File: config.mk
export PLATFORM = sky130hd
export DESIGN_NAME = pipeline_fetch_stage
export DESIGN_NICKNAME = d
export VERILOG_FILES = /design/src/rtl/pipeline_fetch_stage.sv
export SDC_FILE = /design/constraint.sdc
export NUM_CORES = 1
export LEC_CHECK = 0
export CAP_MARGIN = 20
export CORE_MARGIN = 1.5
export CORE_UTILIZATION = 40
export CTS_CLUSTER_DIAMETER = 30
export DETAILED_ROUTE_END_ITERATION = 12
export DONT_BUFFER_PORTS = 1
export HOLD_SLACK_MARGIN = 0.12
export PLACE_DENSITY_LB_ADDON = 0.3
export SKIP_LAST_GASP = 1
export SLEW_MARGIN = 10
export SYNTH_ARGS = -nofsm -noshare
export SYNTH_HDL_FRONTEND = slang
export SYNTH_SLANG_ARGS = --single-unit
export TNS_END_PERCENT = 50
File: constraint.sdc
create_clock -name clk -period 7.05 [get_ports clk]
set_input_delay 0.705 -clock clk [delete_from_list [all_inputs] [get_ports clk]]
set_output_delay 0.705 -clock clk [all_outputs]
set_load 0.02 [all_outputs]
File: src/rtl/pipeline_fetch_stage.sv
// Instruction-fetch stage with IF/ID register: owns the PC, runs a one-outstanding
// req/gnt/rvalid fetch, and honours stall, flush and EX-stage PC redirects.
module pipeline_fetch_stage #(
  parameter logic [31:0] RESET_PC = 32'h0000_0000,
  parameter logic [31:0] NOP_INST = 32'h0000_0013
) (
  input  logic        clk,
  input  logic        rst,
  input  logic        stall,
  input  logic        flush,
  input  logic        pc_src,
  input  logic [31:0] pc_target,
  output logic        imem_req,
  output logic [31:0] imem_addr,
  input  logic        imem_gnt,
  input  logic        imem_rvalid,
  input  logic [31:0] imem_rdata,
  output logic [31:0] inst_out,
  output logic [31:0] pc_out,
  output logic [31:0] pc_incr4_out,
  output logic        inst_valid,
  output logic        fetch_busy,
  output logic [1:0]  fetch_state_dbg
);

  // Handshake: a request transfers on a cycle where imem_req && imem_gnt; its data
  // returns on a later cycle with imem_rvalid, and only one request is ever outstanding.
  typedef enum logic [1:0] {
    ST_FETCH = 2'd0,
    ST_WAIT  = 2'd1,
    ST_HOLD  = 2'd2
  } state_t;

  state_t      state_q, state_d;
  logic [31:0] pc_q, pc_d;
  logic        drop_q, drop_d;
  logic [31:0] skid_q, skid_d;
  logic [31:0] inst_q, inst_d;
  logic [31:0] pc_out_q, pc_out_d;
  logic [31:0] pc4_q, pc4_d;
  logic        valid_q, valid_d;

  logic        deliver;
  logic [31:0] deliver_data;

  always_ff @(posedge clk or posedge rst) begin
    if (rst) begin
      state_q  <= ST_FETCH;
      pc_q     <= RESET_PC;
      drop_q   <= 1'b0;
      skid_q   <= 32'd0;
      inst_q   <= NOP_INST;
      pc_out_q <= 32'd0;
      pc4_q    <= 32'd0;
      valid_q  <= 1'b0;
    end else begin
      state_q  <= state_d;
      pc_q     <= pc_d;
      drop_q   <= drop_d;
      skid_q   <= skid_d;
      inst_q   <= inst_d;
      pc_out_q <= pc_out_d;
      pc4_q    <= pc4_d;
      valid_q  <= valid_d;
    end
  end

  always_comb begin
    state_d      = state_q;
    pc_d         = pc_q;
    drop_d       = drop_q;
    skid_d       = skid_q;
    deliver      = 1'b0;
    deliver_data = skid_q;
    case (state_q)
      ST_FETCH: begin
        // A request accepted in the same cycle as a redirect fetched the stale PC.
        if (imem_gnt) begin
          state_d = ST_WAIT;
          drop_d  = pc_src;
        end
      end
      ST_WAIT: begin
        if (imem_rvalid) begin
          if (pc_src || drop_q) begin
            state_d = ST_FETCH;
            drop_d  = 1'b0;
          end else if (!stall) begin
            deliver      = 1'b1;
            deliver_data = imem_rdata;
            state_d      = ST_FETCH;
          end else begin
            skid_d  = imem_rdata;
            state_d = ST_HOLD;
          end
        end else if (pc_src) begin
          drop_d = 1'b1;
        end
      end
      ST_HOLD: begin
        if (pc_src) begin
          state_d = ST_FETCH;
        end else if (!stall) begin
          deliver = 1'b1;
          state_d = ST_FETCH;
        end
      end
      default: begin
        state_d = ST_FETCH;
        drop_d  = 1'b0;
      end
    endcase
    if (deliver) begin
      pc_d = pc_q + 32'd4;
    end
    if (pc_src) begin
      pc_d = pc_target & ~32'd3;
    end
  end

  always_comb begin
    imem_req        = (state_q == ST_FETCH) && !rst;
    imem_addr       = pc_q;
    fetch_busy      = !deliver;
    fetch_state_dbg = state_q;
    inst_d          = NOP_INST;
    pc_out_d        = 32'd0;
    pc4_d           = 32'd0;
    valid_d         = 1'b0;
    if (flush) begin
      inst_d   = NOP_INST;
      pc_out_d = 32'd0;
      pc4_d    = 32'd0;
      valid_d  = 1'b0;
    end else if (stall) begin
      inst_d   = inst_q;
      pc_out_d = pc_out_q;
      pc4_d    = pc4_q;
      valid_d  = valid_q;
    end else if (deliver) begin
      inst_d   = deliver_data;
      pc_out_d = pc_q;
      pc4_d    = pc_q + 32'd4;
      valid_d  = 1'b1;
    end
  end

  assign inst_out     = inst_q;
  assign pc_out       = pc_out_q;
  assign pc_incr4_out = pc4_q;
  assign inst_valid   = valid_q;

endmodule

==> results of run 1 <==
==> final cells by class <==
type / count / area [µm²]
Fill cell: 1651 / 9820
Sequential cell: 159 / 3980
Multi-Input combinational cell: 441 / 3020
Clock buffer: 23 / 468
Tap cell: 229 / 287
Clock inverter: 9 / 134
Timing Repair Buffer: 7 / 88.8
Inverter: 10 / 42.5
==> worst max-delay path, delay by kind of cell (launching register included) <==
family                     cells  cell delay (ns)
buffers and inverters          4             1.12
and+or+nand+nor                2             1.52
adders and majority gates      1             0.26
AOI/OAI and AO/OA              2             0.54
DFF                            1             0.49
==> power by group <==
part | leakage, nW | switching [mW] | internal (mW)
Sequential | 2.08 | 0.265 | 1.07
Clock | 0.291 | 0.368 | 0.577
Combinational | 1.17 | 0.242 | 0.240
==> state kept, by name (all words and copies together) (netlist names) <==
signal and cells:
imem_addr 30, pc_incr4_out 30, fetch_state_dbg 2, pc_out 31, skid_q 32, inst_out 32, drop_q 1, inst_valid 1
==> cell usage after synthesis, drive strengths merged (5+ instances only) <==
cell type and instances:
nand3 12, mux2 32, a22o 30, clkbuf 37, a221o 14, xor2 17
a31oi 6, o311ai 9, nor2 10, nand4 11, inv 9, a21o 8
dfrtp 156, o21ai 78, nand2 94, ha 5, a21oi 10, nor3 13
xnor2 11, mux2i 29, and3 8, buf 20
==> stage by stage <==
stage / setup WS, ns / utilization / area (µm²) / instances
after CTS: 2.91 / 0.448 / 7990 / 876
after global placement: 3.05 / 0.412 / 7360 / 843
after floorplan: 2.06 / - / 7250 / 667
after global routing: 2.67 / 0.449 / 8020 / 878
final: 3.02 / 0.449 / 8020 / 878
after detailed placement: 2.95 / 0.414 / 7380 / 844
==> worst min-delay path by stage <==
stage	start	to	slack (ns)	depth (start not counted)
final	rst	imem_addr[29]$_DFFE_PP0P_	0.26	1
after global placement	skid_q[1]$_DFFE_PP0P_	inst_out[1]$_DFFE_PP1P_	0.49	2
after CTS	rst	pc_incr4_out[28]$_DFFE_PP0P_	0.29	1
after floorplan	skid_q[0]$_DFFE_PP0P_	inst_out[0]$_DFFE_PP1P_	0.48	2
after global routing	rst	pc_out[30]$_DFFE_PP0P_	0.31	1
after detailed placement	skid_q[28]$_DFFE_PP0P_	skid_q[28]$_DFFE_PP0P_	0.49	1
==> routing by layer <==
layer  track usage  vias to the layer above
li1              -                     2325
met1         0.235                     2549
met2         0.316                      195
met3        0.0890                       15
met4        0.0573                        0
met5             0                        -
==> logic make-up after synthesis <==
logic type	after synthesis
AOI/OAI and AO/OA	169
xor gates and xnor gates	28
adders and majority gates	5
buffers and inverters	67
DFF	159
muxes	61
other	1
and+or+nand+nor	176
==> impl_metrics.json, run 1 <==
{
  "cellPowerDensity_nw_per_um2": 345,
  "synth-compound-area-share": 0.157,
  "r2r_slack_ns": 3.02,
  "drc_errors": 0,
  "top_layer": "met4",
  "min_path_type": "input pin to asynchronous set/reset pin",
  "synthFlopType": "dfrtp_1",
  "syn_inst": 666,
  "synth-edff-count": 0,
  "die-area_um2": 18900,
  "critical_path_class": "flop to flop",
  "clock.fmax_mhz": 248,
  "synth_top_area_share": 0.539,
  "ioPinCount": 204,
  "synth-seq-cells": 159,
  "synth_top_family_by_area": "compound AO/OA/AOI/OAI gates",
  "yosysSeqAreaShare": 0.550,
  "clock_latency_ns": 0.41,
  "grt_pass1_wl_um": 28400,
  "wl_met2_um": 8570,
  "synth_area_leaders": "dfrtp_1 54%, o21ai_0 5.0%, mux2_2 5.0%",
  "cp-endpoint": "inst_out[24]$_DFFE_PP0P_",
  "gp_congestion": 0.792,
  "fin_crit_sh": 0.572,
  "crit_chain": "inv_1 -> ha_1 -> nand4bb_2 -> a21oi_2 -> buf_4 -> inv_2 -> or2_2 -> buf_16 -> o21ai_0",
  "cts_tree": "built",
  "skew_ns": 0.00782,
  "coreArea_um2": 17800,
  "final_layout_size_suffix_gt1_frac": 0.128,
  "cp_data_required_time_ns": 7.37,
  "r2r-start": "fetch_state_dbg[1]$_DFFE_PP0P_",
  "h-tree-depth": 4,
  "rr_endpoint": "inst_out[24]$_DFFE_PP0P_",
  "endpoint_kind": "flop",
  "synth_area_um2": 7250,
  "synth_warnings": 0,
  "worst_pin_slew_ns": 1.16,
  "layout_min_cycle_time_ns": 4.03,
  "total_leakage_power_nw": 3.54,
  "final_common_cell": "dfrtp_1",
  "async_flop_share": 1.00,
  "hpwl_um": 12200,
  "fin_hold_ws_ns": 0.262,
  "numCtsBuffers": 17,
  "area_delta_synth_final_pct": 10.6,
  "critPathSlowestCell": "nand4bb_2",
  "cts.sinks": 159,
  "n_antenna_cell": 0,
  "grt_pass1_vias": 5304,
  "synthAdderAreaFrac": 0.00863,
  "setup_violations": 0,
  "drv_cap": 0,
  "drt-met1-wl_um": 7470,
  "rr_worst_depth": 9,
  "path_max_fanout": 42,
  "synthXorXnorAreaFrac": 0.0338,
  "grt_max_degree": 82,
  "ir_drop_v": 0.000159,
  "postRouteAntennaNets": 0,
  "fp.dieW_um": 138,
  "start_util": 0.406,
  "cp_data_arrival_time_ns": 4.36,
  "ys_types": 55,
  "crit_start": "fetch_state_dbg[1]$_DFFE_PP0P_",
  "final_cell_mix": "156 x dfrtp_1, 94 x nand2_1, 73 x o21ai_0",
  "cts_resized": 0,
  "rsz0062_at_grt": "false",
  "dr.pass1.iters": 5,
  "synthSimpleGateAreaFrac": 0.121,
  "synthMuxAreaShare": 0.0898,
  "slew_headroom": 0.225,
  "syn_area_per_cell_um2": 10.9,
  "status": "completed",
  "drt-total-wl_um": 18300,
  "hold_buffers": 0,
  "hold_violations": 0,
  "slew_viol_final": 0,
  "io_buffer_count": 0,
  "synth_top_cell_by_area": "dfrtp_1",
  "grt_overflow": 0,
  "max_stage_delay_ns": 0.81,
  "routedWlPerCell_um": 20.8,
  "routed-wl-met3_um": 2020,
  "clock_path_buffers": 2,
  "grt_use_total": 0.196,
  "ctsRootBufferMaster": "clkbuf_16",
  "std_cell_rows": 49,
  "nets": 712,
  "cts_setup_buffers": 0,
  "first_iter_violations": 254,
  "clkTransAtPathRegs_ns": 0.06,
  "power_mw": 2.76,
  "die_y_um": 138,
  "worstSetupStartpointType": "flop",
  "avgViaCountPerCell": 5.79,
  "antenna_found_initial": 0,
  "final.setup.tns_ns": 0,
  "vias": 5084
}
Power figures use the tool's default switching activity.
==> inputs of run 2 (changes only) <==
==> constraint.sdc (replaced) <==
create_clock -name clk -period 3.5 [get_ports clk]
set_input_delay 0.35 -clock clk [delete_from_list [all_inputs] [get_ports clk]]
set_output_delay 0.35 -clock clk [all_outputs]
set_load 0.02 [all_outputs]
==> run 2 against run 1 <==
Effect of this change: cell area is 9.8% higher; total power rose by 110%; critical path depth up 1; clock power increased by 120%; wire length grew 5.1%; sequential power rose by 100%; die area stayed put; final cell count grew 8.3%; critical path type unchanged.
==> impl_metrics.json, run 2 (same netlist as run 1, synthesis figures left out) <==
{
  "status": "completed",
  "dpl_cell_area_um2": 7460,
  "io_buffer_count": 0,
  "crit_top_cell": "buf_4",
  "critPathSlowestCell": "dlygate4sd3_1",
  "fin_crit_sh": 0.880,
  "clkTransAtPathRegs_ns": 0.07,
  "instances_no_fill": 951,
  "path_max_fanout": 40,
  "hold_violations": 0,
  "drc_errors": 0,
  "drv_cap": 0,
  "avgViaCountPerCell": 5.73,
  "grt_overflow": 0,
  "slew_headroom": 0.314,
  "ioPinCount": 204,
  "coreArea_um2": 17800,
  "die_y_um": 138,
  "first_iter_violations": 367,
  "grt_pass1_wl_um": 29700,
  "fin_util": 0.493,
  "cts.sinks": 159,
  "cts_resized": 0,
  "pwr-share-seq": 0.461,
  "rsz0062_at_grt": "false",
  "cts_setup_buffers": 0,
  "antenna_found_initial": 0,
  "dpl_worst_slack_ns": 0.654,
  "fp.dieW_um": 138,
  "n_antenna_cell": 0,
  "final_common_cell": "dfrtp_1",
  "final_cell_area_um2": 8800,
  "nets": 785,
  "p_comb_frac": 0.182,
  "hold_buffers": 64,
  "std_cell_rows": 49,
  "clock.fmax_mhz": 325,
  "gp_congestion": 0.802,
  "hpwl_um": 12500,
  "max_stage_delay_ns": 0.55,
  "intPower_mw": 4.01,
  "slew_viol_final": 0,
  "final.setup.tns_ns": 0,
  "min_path_type": "input pin to flop",
  "h-tree-depth": 4,
  "setup_ws_ns": 0.419,
  "drt-total-wl_um": 19200,
  "layout_min_cycle_time_ns": 3.08,
  "worst_pin_slew_ns": 1.03,
  "fin_hold_ws_ns": 0.137,
  "die-area_um2": 18900,
  "endpoint_kind": "flop",
  "grt_max_degree": 78,
  "dr.pass1.iters": 5,
  "total_leakage_power_nw": 3.89,
  "critical_path_class": "flop to flop",
  "numCtsBuffers": 17,
  "routedWlPerCell_um": 20.2,
  "clockPowerShare": 0.357,
  "cp_data_required_time_ns": 3.80,
  "setup_violations": 0,
  "clock_latency_ns": 0.42,
  "power_mw": 5.85,
  "start_util": 0.406,
  "postRouteAntennaNets": 0,
  "ctsRootBufferMaster": "clkbuf_16",
  "netSwitchingFraction": 0.315,
  "grt_pass1_vias": 5637,
  "worstSetupStartpointType": "flop",
  "ir_drop_v": 0.000339,
  "final_cell_mix": "156 x dfrtp_1, 94 x nand2_1, 73 x o21ai_0",
  "grt_use_total": 0.204,
  "clock_path_buffers": 2,
  "cp_data_arrival_time_ns": 3.38,
  "final_layout_size_suffix_gt1_frac": 0.133,
  "cellPowerDensity_nw_per_um2": 665,
  "skew_ns": 0.00804,
  "switchingPower_mw": 1.84,
  "area_delta_synth_final_pct": 21.4,
  "crit_chain": "inv_1 -> ha_1 -> nand2b_1 -> a21oi_2 -> buf_4 -> inv_2 -> buf_4 -> o211a_1 -> a211o_1 -> dlygate4sd3_1",
  "dp_cells": 853,
  "cts_tree": "built",
  "vias": 5446
}
run 2: per-layer routing:
layer  track usage  routed length [µm]  share of wire  vias up
met2         0.334                9150           0.48      213
li1              -                   -              -     2473
met1         0.242                7840           0.41     2735
met5             0                   0              0        -
met3        0.0879                1960           0.10       25
met4        0.0614                 250          0.013        0
run 2: power by group through the flow:
stage	logic [mW]	clock network [mW]	registers [mW]
after floorplan	0.864	0	2.56
after global placement	0.940	0	2.70
final	1.06	2.09	2.70
after CTS	1.06	2.12	2.69
after detailed placement	0.990	0	2.73
after global routing	1.19	2.20	2.75
run 2: cell type report:
type / instances / area (µm²)
Tap cell: 229 / 287
Clock buffer: 19 / 453
Clock inverter: 13 / 209
Sequential cell: 159 / 3980
Fill cell: 1572 / 9040
Timing Repair Buffer: 80 / 813
Inverter: 10 / 41.3
Multi-Input combinational cell: 441 / 3020
run 2: worst max-delay path, delay by kind of cell (launching register included):
kind / cells / cell delay (ns)
buffers and inverters: 5 / 1.37
AND/OR/NAND/NOR: 1 / 0.12
adder cells (fa/ha/maj): 1 / 0.32
AO/OA/AOI/OAI: 3 / 0.67
flip-flops: 1 / 0.47
run 2: final timing paths:
kind | from | to | slack, ns | cells past startpoint
min | imem_rdata[26] | inst_out[26]$_DFFE_PP0P_ | 0.14 | 2
max reg2reg | fetch_state_dbg[0]$_DFFE_PP0P_ | imem_addr[28]$_DFFE_PP0P_ | 0.42 | 10
min in group asynchronous | rst | fetch_state_dbg[0]$_DFFE_PP0P_ | 0.55 | 2
max in group asynchronous | rst | imem_addr[11]$_DFFE_PP0P_ | 2.09 | 3
max | fetch_state_dbg[0]$_DFFE_PP0P_ | imem_addr[28]$_DFFE_PP0P_ | 0.42 | 10
min reg2reg | skid_q[4]$_DFFE_PP0P_ | skid_q[4]$_DFFE_PP0P_ | 0.51 | 1
==> inputs of run 3 (changes only) <==
--- a/config.mk
+++ b/config.mk
@@ -11,8 +11,10 @@
 export CTS_CLUSTER_DIAMETER = 30
 export DETAILED_ROUTE_END_ITERATION = 12
 export DONT_BUFFER_PORTS = 1
+export GPL_TIMING_DRIVEN = 0
 export HOLD_SLACK_MARGIN = 0.12
 export PLACE_DENSITY_LB_ADDON = 0.3
+export SETUP_SLACK_MARGIN = 0.15
 export SKIP_LAST_GASP = 1
 export SLEW_MARGIN = 10
 export SYNTH_ARGS = -nofsm -noshare
==> run 3 against run 2 <==
Effect of this change: total power down 4.1%; critical path depth down 2; register-to-register slack gained 0.18 ns; worst hold slack improved by 0.0032 ns; utilization up 0.11 points; maximum frequency down 0.97%; global-route usage up 2.1 points; final cell count grew 4.6%; clock skew grew 0.0020 ns; clock-buffer cell count increased by 3; highest routed layer unchanged.
==> impl_metrics.json, run 3 (same netlist as run 1, synthesis figures left out) <==
{
  "grt_use_total": 0.224,
  "hpwl_um": 15000,
  "hp-start": "imem_rdata[10]",
  "ioPinCount": 204,
  "h-tree-depth": 4,
  "fin_crit_sh": 0.889,
  "drc_errors": 0,
  "fp.dieW_um": 138,
  "grt_pass1_wl_um": 32100,
  "avgViaCountPerCell": 5.70,
  "ir_drop_v": 0.000379,
  "antenna_found_initial": 0,
  "vias": 5669,
  "power_mw": 5.61,
  "std_cell_rows": 49,
  "routedWlPerCell_um": 21.1,
  "final_layout_size_suffix_gt1_frac": 0.124,
  "whs_path_depth": 2,
  "clock.fmax_mhz": 321,
  "setup_violations": 0,
  "critical_path_class": "flop to output pin",
  "r2r-start": "fetch_state_dbg[0]$_DFFE_PP0P_",
  "cts_setup_buffers": 0,
  "status": "completed",
  "cp_data_arrival_time_ns": 2.76,
  "gp_congestion": 0.804,
  "worstSetupStartpointType": "flop",
  "crit_chain": "inv_1 -> ha_1 -> clkbuf_1 -> nand2b_1 -> a21oi_2 -> inv_2 -> buf_2 -> clkbuf_2",
  "dpl_worst_slack_ns": 0.479,
  "n_antenna_cell": 0,
  "total_leakage_power_nw": 3.88,
  "die_y_um": 138,
  "cp_data_required_time_ns": 3.15,
  "rr_endpoint": "pc_out[5]$_DFFE_PP0P_",
  "slew_headroom": 0.276,
  "hold_violations": 0,
  "n_fill_cell": 1571,
  "final_cell_mix": "156 x dfrtp_1, 94 x nand2_1, 73 x o21ai_0",
  "grt_pass1_vias": 5910,
  "path_max_fanout": 10,
  "slew_viol_final": 0,
  "die-area_um2": 18900,
  "ctsRootBufferMaster": "clkbuf_16",
  "postRouteAntennaNets": 0,
  "dpl_cell_area_um2": 7620,
  "r2r_slack_ns": 0.60,
  "first_iter_violations": 376,
  "rsz0062_at_grt": "false",
  "skew_ns": 0.0100,
  "clock_latency_ns": 0.42,
  "dr.pass1.iters": 5,
  "worst_pin_slew_ns": 1.09,
  "grt_max_degree": 39,
  "cellPowerDensity_nw_per_um2": 636,
  "setup_ws_ns": 0.389,
  "cts_tree": "built",
  "dp_cells": 900,
  "numCtsBuffers": 17,
  "rr_worst_depth": 9,
  "coreArea_um2": 17800,
  "io_buffer_count": 0,
  "min_path_type": "input pin to flop",
  "drv_cap": 0,
  "final.setup.tns_ns": 0,
  "critPathSlowestCell": "dfrtp_1",
  "endpoint_kind": "output pin",
  "clock_path_buffers": 2,
  "max_stage_delay_ns": 0.47,
  "hold_end": "inst_out[10]$_DFFE_PP0P_",
  "cts.sinks": 159,
  "area_delta_synth_final_pct": 21.7,
  "instances_no_fill": 995,
  "final_cell_area_um2": 8820,
  "drt-total-wl_um": 21000,
  "final_common_cell": "dfrtp_1",
  "grt_overflow": 0,
  "start_util": 0.406,
  "layout_min_cycle_time_ns": 3.11,
  "clkTransAtPathRegs_ns": 0.06,
  "nets": 829
}
## run 3: cell type report
type / count / area (µm²) / area share
sequential: 159 / 3980 / 0.451
multi-input combinational: 441 / 2980 / 0.338
timing repair buffer: 67 / 711 / 0.0806
clock buffer: 22 / 454 / 0.0515
tap: 229 / 287 / 0.0325
buffer: 57 / 251 / 0.0285
clock inverter: 10 / 114 / 0.0129
inverter: 10 / 41.3 / 0.00468
## run 3: report_power, final
part           switching [mW]  internal (mW)
Clock                   0.751           1.07
Combinational           0.608          0.550
Sequential              0.476           2.16
## run 3: metal layers
metal | part of all wire | track usage | wire length [µm] | vias to the layer above
li1 | - | - | - | 2563
met1 | 0.40 | 0.270 | 8480 | 2844
met2 | 0.49 | 0.373 | 10200 | 232
met3 | 0.094 | 0.0824 | 1980 | 30
met4 | 0.014 | 0.0713 | 285 | 0
met5 | 0 | 0 | 0 | -
## run 3: how the worst max path moves through the flow
stage	startpoint	depth (start not counted)	end	slack [ns]
5_1_grt	fetch_state_dbg[0]$_DFFE_PP0P_	8	fetch_busy	0.21
3_3_place_gp	rst	1	skid_q[8]$_DFFE_PP0P_	0.35
3_5_place_dp	fetch_state_dbg[0]$_DFFE_PP0P_	9	imem_addr[5]$_DFFE_PP0P_	0.48
6_report	fetch_state_dbg[0]$_DFFE_PP0P_	8	fetch_busy	0.39
4_1_cts	fetch_state_dbg[1]$_DFFE_PP0P_	8	fetch_busy	0.21
2_1_floorplan	rst	1	drop_q$_DFFE_PP0P_	1.14
## run 3: worst max-delay path, delay by kind of cell, from the launching register on
family | cells | cell delay (ns)
buf+inv | 5 | 1.17
flops | 1 | 0.47
compound gates | 1 | 0.42
fa+ha+maj | 1 | 0.16
simple gates | 1 | 0.11
## run 3: per-stage QoR
stage           util  hold WS, ns
6_report       0.494        0.141
5_1_grt        0.494        0.152
4_1_cts        0.494        0.126
3_5_place_dp   0.427        0.344
3_3_place_gp   0.423        0.471
2_1_floorplan      -        0.464
## run 3: what timing repair did
action | 4_1_cts | 5_1_grt
endpoints found under the setup margin | 0 | 1
resized for setup | 0 | 3
endpoints found under the hold margin | 92 | 0
hold buffers | 63 | 0
